`src/rtl/riscv_pkg.sv`:
```
// Shared widths and the result-source grant encoding for the writeback slice.
package riscv_pkg;

    localparam int XLEN      = 32;
    localparam int NREGS     = 32;
    localparam int REG_IDX_W = 5;

    // Which result source owns the write port.
    typedef enum logic {
        GRANT_ALU = 1'b0,
        GRANT_MEM = 1'b1
    } grant_e;

endpackage

```
`src/rtl/rr_arbiter2.sv`:
```
// Two-request round-robin arbiter. Request/grant bit 0 is the ALU, bit 1 is MEM.
// When both sources request, the one not granted last wins. The remembered
// winner only moves when the caller signals that the grant was actually used.
module rr_arbiter2
    import riscv_pkg::*;
(
    input  logic       stage_clk,
    input  logic       reset,
    input  logic [1:0] req,
    input  logic       advance,
    output logic [1:0] gnt
);

    grant_e last_grant;

    // One-hot grant from the current requests and the last winner.
    always_comb begin
        gnt = 2'b00;
        case (req)
            2'b01:   gnt = 2'b01;
            2'b10:   gnt = 2'b10;
            2'b11:   gnt = (last_grant == GRANT_ALU) ? 2'b10 : 2'b01;
            default: gnt = 2'b00;
        endcase
    end

    // Remember the winner of each accepted transfer; reset favours MEM next.
    always_ff @(posedge stage_clk) begin
        if (!reset) begin
            last_grant <= GRANT_ALU;
        end else if (advance && (gnt != 2'b00)) begin
            last_grant <= gnt[1] ? GRANT_MEM : GRANT_ALU;
        end
    end

endmodule

```
`src/rtl/writeback_unit.sv`:
```
// Writeback stage: tracks pending destination registers (scoreboard), answers
// decode hazard queries, and funnels ALU / load results into one register
// bank write port, one result per cycle.
//
// Handshakes: a transfer happens on a rising edge where valid and ready are
// both high; ready never depends on anything but the offer, the scoreboard and
// the arbiter, and all readies are low while reset is held low.
module writeback_unit
    import riscv_pkg::*;
#(
    parameter int XLEN_P  = XLEN,
    parameter int NREGS_P = NREGS
) (
    input  logic              stage_clk,
    input  logic              reset,
    input  logic              iss_valid,
    input  logic [4:0]        iss_rd,
    output logic              iss_ready,
    input  logic [4:0]        rs1,
    input  logic [4:0]        rs2,
    output logic              rs1_busy,
    output logic              rs2_busy,
    input  logic              alu_valid,
    input  logic [4:0]        alu_rd,
    input  logic [XLEN_P-1:0] alu_out,
    output logic              alu_ready,
    input  logic              mem_valid,
    input  logic [4:0]        mem_rd,
    input  logic [XLEN_P-1:0] data_in,
    output logic              mem_ready,
    output logic              wr_en,
    output logic [4:0]        rd,
    output logic [XLEN_P-1:0] wr_data,
    output logic              err
);

    logic [NREGS_P-1:0] busy;
    logic [NREGS_P-1:0] busy_n;
    logic [1:0]         gnt;
    logic               acc;
    logic [4:0]         acc_rd;
    logic [XLEN_P-1:0]  acc_data;
    logic               iss_fire;

    rr_arbiter2 u_arb (
        .stage_clk (stage_clk),
        .reset     (reset),
        .req       ({mem_valid, alu_valid}),
        .advance   (acc),
        .gnt       (gnt)
    );

    // Issue acceptance, hazard queries and result readies.
    always_comb begin
        iss_ready = reset && ((iss_rd == 5'd0) || !busy[iss_rd]);
        rs1_busy  = busy[rs1] && (rs1 != 5'd0);
        rs2_busy  = busy[rs2] && (rs2 != 5'd0);
        alu_ready = reset && gnt[0];
        mem_ready = reset && gnt[1];
        acc       = alu_ready || mem_ready;
        acc_rd    = mem_ready ? mem_rd  : alu_rd;
        acc_data  = mem_ready ? data_in : alu_out;
        iss_fire  = iss_valid && iss_ready && (iss_rd != 5'd0);
    end

    // Next scoreboard: retire first, then issue, so a same-index issue wins.
    always_comb begin
        busy_n = busy;
        if (acc && (acc_rd != 5'd0)) begin
            busy_n[acc_rd] = 1'b0;
        end
        if (iss_fire) begin
            busy_n[iss_rd] = 1'b1;
        end
        busy_n[0] = 1'b0;
    end

    // Scoreboard, sticky error and the registered write port.
    always_ff @(posedge stage_clk) begin
        if (!reset) begin
            busy    <= '0;
            wr_en   <= 1'b0;
            rd      <= 5'd0;
            wr_data <= '0;
            err     <= 1'b0;
        end else begin
            busy  <= busy_n;
            wr_en <= acc && (acc_rd != 5'd0);
            if (acc && (acc_rd != 5'd0)) begin
                rd      <= acc_rd;
                wr_data <= acc_data;
                if (!busy[acc_rd]) begin
                    err <= 1'b1;
                end
            end
        end
    end

endmodule

```
`config.mk`:
```
export PLATFORM = sky130hd
export DESIGN_NAME = writeback_unit
export DESIGN_NICKNAME = d
export VERILOG_FILES = /design/src/rtl/riscv_pkg.sv /design/src/rtl/rr_arbiter2.sv /design/src/rtl/writeback_unit.sv
export SDC_FILE = /design/constraint.sdc
export NUM_CORES = 1
export LEC_CHECK = 0
export ABC_AREA = 1
export CAP_MARGIN = 25
export CORE_MARGIN = 2
export CORE_UTILIZATION = 40
export CTS_CLUSTER_DIAMETER = 200
export CTS_CLUSTER_SIZE = 8
export DETAILED_ROUTE_END_ITERATION = 16
export PLACE_DENSITY_LB_ADDON = 0.08
export SLEW_MARGIN = 20
export SYNTH_ARGS = -nofsm -noshare
export SYNTH_HDL_FRONTEND = slang
export SYNTH_SLANG_ARGS = --single-unit
```
`constraint.sdc`:
```
create_clock -name stage_clk -period 1.95 [get_ports stage_clk]
set_clock_uncertainty 0.05 [all_clocks]
set_input_delay 0.39 -clock stage_clk [delete_from_list [all_inputs] [get_ports stage_clk]]
set_output_delay 0.39 -clock stage_clk [all_outputs]
set_load 0.03 [all_outputs]
```
==> reports/qor.tcl <==
set qor(die_w_microns) 112.0
set qor(period_needed_ns) 2.185
set qor(floorplan.io_pins) 138
set qor(relSlewSlack) 0.7241
set qor(fin_worst_hold_slack_ns) 0.4020
set qor(buffers_from_clock_root_to_sink_at_most) 2
set qor(clk_pin_slew_worst_paths_ns) 0.06
set qor(clock-sinks) 71
set qor(setup_viol) 3
set qor(power-per-cell-area_nw_per_um2) 606.0
set qor(power_leakage_nw) 3.244
set qor(postSynth.topFlopCell) {sky130_fd_sc_hd__dfxtp_1}
set qor(pin_count_of_the_biggest_net_entering_global_routing) 36
set qor(final_worst_slack_ns) -0.2346
set qor(number_of_global_route_vias_before_repair) 6211
set qor(avgSynthCellArea_sq_um) 6.154
set qor(grt_antenna_before_repair) 0
set qor(post_drt_wl_per_cell_microns) 17.22
set qor(final_area_sq_um) 7735
set qor(cell_row_count) 39
set qor(hold_path_class) {flip-flop to flip-flop}
set qor(crit_path_max_fanout) 3
set qor(max-cap-violations) 0
set qor(placement.io_buffers) 137
set qor(route.vias.total) 6276
set qor(crit_start_category) {input port}
set qor(ys_seq_area_frac) 0.3047
set qor(synth_edf_count) 0
set qor(path_cells) {dlygate4sd2_1 -> buf_6 -> nor3_4 -> nand2_1 -> nand2_1 -> nor2_2 -> nand2_2 -> nor2_4 -> buf_4 -> buf_6}
set qor(start_util) 0.4085
set qor(setup.worst_path.class) {input port to output port}
set qor(kind_of_end_point_of_the_critical_path) {output port}
set qor(synth_seq_cells) 71
set qor(syn_inst) 758
set qor(worst_ir_drop_on_vdd_mv) 0.4911
set qor(post_route_cells_drive_above_1_share) 0.2662
set qor(place.detailed.instances) 1100
set qor(report.final.slew_viol_count) 0
set qor(slowest_delay_ns) 0.30
set qor(syn_area_sq_um) 4664
set qor(crit_family) {buffers and inverters}
set qor(fill_cells) 1010
set qor(core_area_sq_um) 11420
set qor(postCtsHoldBufs) 0
set qor(max_slew.worst_pin.slew_ns) 0.4139
set qor(die_height_microns) 112.0
set qor(gp_congestion) 1.026
set qor(cts_made_buffers) 9
set qor(critical_path_buf_inv_count) 4
set qor(startpoint) {iss_rd[4]}
set qor(antenna_diode_count) 0
set qor(rsz0062_at_grt) {true}
set qor(report.final.hold_viol_count) 0
set qor(yosys_warnings) 0
set qor(outcome) {finished, violations left}
set qor(cts.root.buffer_cell) {sky130_fd_sc_hd__clkbuf_16}
set qor(synth_cell_type_count) 31
set qor(post_drt_via_cell_ratio) 5.476
set qor(synthesis.nets) 852
set qor(drt-initial-drc-count) 602
set qor(die-area_sq_um) 12540
set qor(crit_required_ns) 1.51
set qor(clock_network_latency_to_the_later_pin_of_the_worst_skew_pair_ns) 0.34
set qor(layout.cells.non_filler) 1146
set qor(timing.critical_path.arrival_ns) 1.74
set qor(total_power_mw) 4.687
set qor(post_dp_cell_area_sq_um) 6825
set qor(maxClockFrequency_mhz) 457.7
set qor(gr-usage-all-layers) 0.3065
set qor(cts_tree) {done}
set qor(place.detailed.hpwl_mm) 14.25
set qor(htreeDepth) 3
set qor(grt_overflow_total) 0
set qor(drt_pass1_iterations) 6
set qor(violated_checks) {negative setup slack}
set qor(crit_slowest_cell) {sky130_fd_sc_hd__dlygate4sd2_1}
set qor(finalNetCount) 1092
set qor(fin_util) 0.6774
set qor(r2r-start) {u_arb.last_grant}
set qor(drt.antenna.violating_nets) 0
set qor(layout-area-overhead-vs-synth_pct) 65.83
set qor(timing.hold.worst.start) {err}
set qor(ffs_w_async_s_r_synth) 0
set qor(layout_worst_path_cycle_share) 1.120
set qor(post-route-drc-count) 0
set qor(grt_pass1_wl_mm) 30.74
set qor(totalWireLength_mm) 19.73
==> worst paths after layout <==
path	to	slack [ns]	cells after the start
hold reg to reg	err	0.40	2
hold / removal	err	0.40	2
setup / recovery	iss_ready	-0.23	10
setup reg to reg	busy[20]	0.05	10
==> flip-flops by register name (all words and copies together), names as in the netlist <==
signal	cells
u_arb.last_grant	1
wr_data	32
busy	31
rd	5
wr_en	1
err	1
==> synthesized netlist by cell type, types with 2 or more instances <==
| cell | instances | area (sq um) |
|---|---|---|
| sky130_fd_sc_hd__nor2_1 | 60 | 225.2 |
| sky130_fd_sc_hd__nand3_1 | 33 | 165.2 |
| sky130_fd_sc_hd__inv_2 | 4 | 15.01 |
| sky130_fd_sc_hd__o21ai_0 | 69 | 345.3 |
| sky130_fd_sc_hd__nand2_1 | 234 | 878.3 |
| sky130_fd_sc_hd__nor3_1 | 9 | 45.04 |
| sky130_fd_sc_hd__nand2_2 | 4 | 25.02 |
| sky130_fd_sc_hd__a31oi_1 | 34 | 212.7 |
| sky130_fd_sc_hd__buf_2 | 10 | 50.05 |
| sky130_fd_sc_hd__clkbuf_1 | 24 | 90.09 |
| sky130_fd_sc_hd__dfxtp_1 | 71 | 1421 |
| sky130_fd_sc_hd__buf_4 | 2 | 15.01 |
| sky130_fd_sc_hd__nor2_2 | 5 | 31.28 |
| sky130_fd_sc_hd__a21oi_1 | 59 | 295.3 |
| sky130_fd_sc_hd__nand4_1 | 32 | 200.2 |
| sky130_fd_sc_hd__o211ai_1 | 10 | 75.07 |
| sky130_fd_sc_hd__inv_1 | 53 | 198.9 |
| sky130_fd_sc_hd__nor2_4 | 2 | 22.52 |
| sky130_fd_sc_hd__buf_6 | 10 | 112.6 |
| sky130_fd_sc_hd__a211oi_1 | 2 | 15.01 |
| sky130_fd_sc_hd__o31ai_1 | 9 | 67.56 |
| sky130_fd_sc_hd__a32oi_1 | 2 | 17.52 |
| sky130_fd_sc_hd__o21ai_1 | 11 | 55.05 |
| sky130_fd_sc_hd__nand3b_1 | 2 | 15.01 |
==> worst register-to-register path: stages, from the launching register on <==
cell	delay (ns)
sky130_fd_sc_hd__dfxtp_4	0.36
sky130_fd_sc_hd__nand2_4	0.10
sky130_fd_sc_hd__buf_6	0.11
sky130_fd_sc_hd__nand2_4	0.07
sky130_fd_sc_hd__o21ai_2	0.17
sky130_fd_sc_hd__nand2_2	0.10
sky130_fd_sc_hd__buf_4	0.14
sky130_fd_sc_hd__inv_1	0.07
sky130_fd_sc_hd__nand2_1	0.17
sky130_fd_sc_hd__o31ai_1	0.32
sky130_fd_sc_hd__a21oi_1	0.11
==> layout make-up <==
type	instances	area [sq um]	share of cell area
Multi-Input combinational cell	583	3003	0.3882
Timing Repair Buffer	275	2554	0.3302
Sequential cell	71	1461	0.1889
Clock buffer	10	239.0	0.03090
Inverter	58	231.5	0.02993
Tap cell	143	178.9	0.02313
Clock inverter	6	67.56	0.008735
==> through the flow <==
step / TNS, ns / setup WS [ns]
after global placement: -32.45 / -0.6255
after global routing: -0.7354 / -0.2233
after detailed placement: -34.55 / -0.6499
after CTS: -0.3860 / -0.1313
final: -0.4691 / -0.2346
after floorplan: -0.1366 / -0.1366
==> cell families (layout without fill, tap and decap cells) <==
group	after synthesis	in the layout	share of synthesized area
AOI/OAI and AO/OA	199	199	0.2395
buffers and inverters	105	349	0.1049
DFF	71	71	0.3047
and+or+nand+nor	383	384	0.3509
==> what timing repair did <==
action | in CTS | in global routing
resized for setup | 120 | 53
setup buffers | 20 | 5
cloned | 4 | 1
setup endpoints to repair | 73 | 56
pin swaps | 18 | 21
==> layout by cell type, fill, tap and decap left out, types with 3 or more instances in the layout <==
| cell | count |
|---|---|
| sky130_fd_sc_hd__a31oi_1 | 32 |
| sky130_fd_sc_hd__buf_6 | 13 |
| sky130_fd_sc_hd__inv_1 | 34 |
| sky130_fd_sc_hd__dfxtp_2 | 8 |
| sky130_fd_sc_hd__o21ai_2 | 6 |
| sky130_fd_sc_hd__nand3_1 | 31 |
| sky130_fd_sc_hd__nor2_4 | 5 |
| sky130_fd_sc_hd__clkinvlp_4 | 3 |
| sky130_fd_sc_hd__inv_2 | 18 |
| sky130_fd_sc_hd__o21ai_0 | 45 |
| sky130_fd_sc_hd__buf_4 | 121 |
| sky130_fd_sc_hd__nand2_2 | 13 |
| sky130_fd_sc_hd__a21oi_2 | 11 |
| sky130_fd_sc_hd__nand4_1 | 32 |
| sky130_fd_sc_hd__nand2_4 | 3 |
| sky130_fd_sc_hd__dlygate4sd2_1 | 5 |
| sky130_fd_sc_hd__nor2_1 | 54 |
| sky130_fd_sc_hd__clkdlybuf4s50_1 | 118 |
| sky130_fd_sc_hd__clkbuf_16 | 10 |
| sky130_fd_sc_hd__nand2_1 | 223 |
| sky130_fd_sc_hd__dfxtp_4 | 8 |
| sky130_fd_sc_hd__inv_4 | 4 |
| sky130_fd_sc_hd__o31ai_1 | 7 |
| sky130_fd_sc_hd__o21ai_1 | 30 |
| sky130_fd_sc_hd__buf_12 | 4 |
| sky130_fd_sc_hd__nor2_2 | 8 |
| sky130_fd_sc_hd__buf_2 | 5 |
| sky130_fd_sc_hd__nor3_4 | 3 |
| sky130_fd_sc_hd__o211ai_1 | 10 |
| sky130_fd_sc_hd__dfxtp_1 | 55 |
| sky130_fd_sc_hd__nor3_2 | 6 |
| sky130_fd_sc_hd__a21oi_1 | 49 |
==> metal layers <==
| layer | vias to the layer above | track usage | share of wire |
|---|---|---|---|
| met5 | - | 0 | 0 |
| met2 | 333 | 0.5297 | 0.48 |
| li1 | 3049 | - | - |
| met1 | 2818 | 0.3514 | 0.38 |
| met4 | 0 | 0.1610 | 0.050 |
| met3 | 76 | 0.07295 | 0.090 |
==> power breakdown <==
group	internal, mW	leakage [nW]	switching [mW]
logic	0.662	2.51	0.751
clock network	1.03	0.145	0.669
registers	1.53	0.592	0.0483
No activity file was read; power rests on OpenSTA's default activity.
==> edit (same settings) <==
Put one more register stage on the output `err`, cleared by the reset. The value now appears one clock later. The other outputs are not delayed to match.
--- a/src/rtl/writeback_unit.sv
+++ b/src/rtl/writeback_unit.sv
@@ -35,2 +35,4 @@
 );
+
+    logic err_s0;
 
@@ -84,3 +86,3 @@
             wr_data <= '0;
-            err     <= 1'b0;
+            err_s0  <= 1'b0;
         end else begin
@@ -92,3 +94,3 @@
                 if (!busy[acc_rd]) begin
-                    err <= 1'b1;
+                    err_s0 <= 1'b1;
                 end
@@ -98,2 +100,10 @@
 
+    always_ff @(posedge stage_clk) begin
+        if (!reset) begin
+            err <= '0;
+        end else begin
+            err <= err_s0;
+        end
+    end
+
 endmodule
Function: changed (Yosys sat finds a counterexample within 4 cycles, from zero or initial values and one cycle with reset low).
==> edit against the unedited design <==
  * The flow still finishes with violations (setup timing)
  * Worst setup slack improved by 0.045 ns
  * Cell area increased by 14%
  * Utilization increased by 6.7 points
  * Total power increased by 3.4%
  * Count of clock-buffer cells in the layout increased by 4
  * Die area increased by 2.8%
  * Synthesized area increased by 2.9%
  * Routed wire length increased by 8.0%
  * Sequential cell count increased by 1
==> edit: results (changes against the unedited design) <==
Place
  – Area after DPL: 7270 um2 (+6.5%)
  – Placed Cells incl. Taps: 1148 (+4.4%)
  – Global placement routability congestion: 1.02 (-0.12%)

Synth
  – Register area share after synthesis: 0.300 (-0.00433)
  – Commonest cells post-synth: nand2_1 (267), dfxtp_1 (72), nor2_1 (60)
  – Post-Syn Area: 4800 um2 (+2.9%)
  – Mapped Nets: 865 (+1.5%)
  – Synth top area cells: dfxtp_1 (30%), nand2_1 (21%), o211a_1 (6.7%)
  – Mean Syn Cell Area: 6.22 um2 (+1.1%)

Power
  – VDD IR max: 0.476 mV (-3.1%)
  – Switching Fraction: 0.312 (-0.00105)

Floorplan
  – Effective utilization at floorplan: 0.405 (-0.00397)

Worst setup path
  – CP peak stage delay: 0.32 ns (+0.02 ns)
  – Slowest-stage cell, CP: dfxtp_2
  – CP top delay family: simple AND/OR/NAND/NOR gates
  – CP Data Arrival Time: 1.70 ns (-0.04 ns)

Run status
  – Failing checks: setup timing
  – Status: complete, but fails checks

Clock tree
  – TritonCTS Sinks: 72 (+1.4%)

Cells and area
  – Non-Filler Instances: 1222 (+6.6%)
  – Clk cell area share: 0.0311 (-0.00858)
  – Non-Clock Inverter Count: 52 (-10%)
  – # fillers: 932 (-7.7%)
  – Buffers, non-clock: 336 (+22%)
  – Comb_multi_in: 601 (+3.1%)
  – Clock buffer cells: 14 (+4)
  – Layout cells sized above 1: 0.348 (+0.0817)

Global route
  – Vias in the first global route: 6052 (-2.6%)

STA
  – Post-route setup TNS: -1.53 ns (-1.06 ns)
  – Setup Viol. Count Final: 40 (+37)
  – Fin worst setup slack: -0.189 ns (+0.0452 ns)

Detailed routing
  – Drt pass-1 iters: 8 (+2)
## edit: worst register-to-register path, stage by stage, from the launching register on
cell and delay, ns:
dfxtp_4 0.36, buf_4 0.13, nand2_2 0.06, nand2_1 0.04, nand2_1 0.05, nand2_1 0.05
nand2_1 0.05, nand2_1 0.05, nor2_1 0.12, nand2_2 0.11, nor2_4 0.15, buf_6 0.11
buf_6 0.11, buf_12 0.12, buf_6 0.10, nand4_1 0.13, a21oi_2 0.16
## edit: per-layer routing
metal	vias up	global-route usage	part of all wire
li1	3190	-	-
met1	3041	0.367	0.39
met2	330	0.504	0.48
met3	57	0.0659	0.079
met4	0	0.162	0.047
met5	-	0	0
## edit: repair_timing
item,CTS,global route
buffers inserted,31,21
gates resized for setup,130,138
pin swaps,32,54
endpoints found under the hold margin,0,0
endpoints found under the setup margin,75,68
cloned,1,11
## edit: cells by family (layout without fill, tap and decap cells)
kind of cell,Yosys count,in the layout
AO/OA/AOI/OAI,174,174
buffers and inverters,99,402
flip-flops,72,72
AND/OR/NAND/NOR,426,427
## edit: power by group through the flow
stage / Sequential [mW] / Combinational, mW / Clock, mW
after detailed placement: 1.64 / 1.34 / 0
final: 1.61 / 1.68 / 1.55
after global placement: 1.63 / 1.32 / 0
after floorplan: 1.79 / 0.511 / 0
after global routing: 1.62 / 1.78 / 1.63
after CTS: 1.61 / 1.42 / 1.56
## edit: worst paths after layout
| check | cells after the start | start | endpoint | slack (ns) |
|---|---|---|---|---|
| worst max-delay path | 9 | busy[13] | rs1_busy | -0.19 |
| worst min-delay path | 2 | err_s0 | err | 0.39 |
| worst max register to register | 16 | busy[19] | busy[12] | -0.06 |
| worst min register to register | 2 | err_s0 | err | 0.39 |
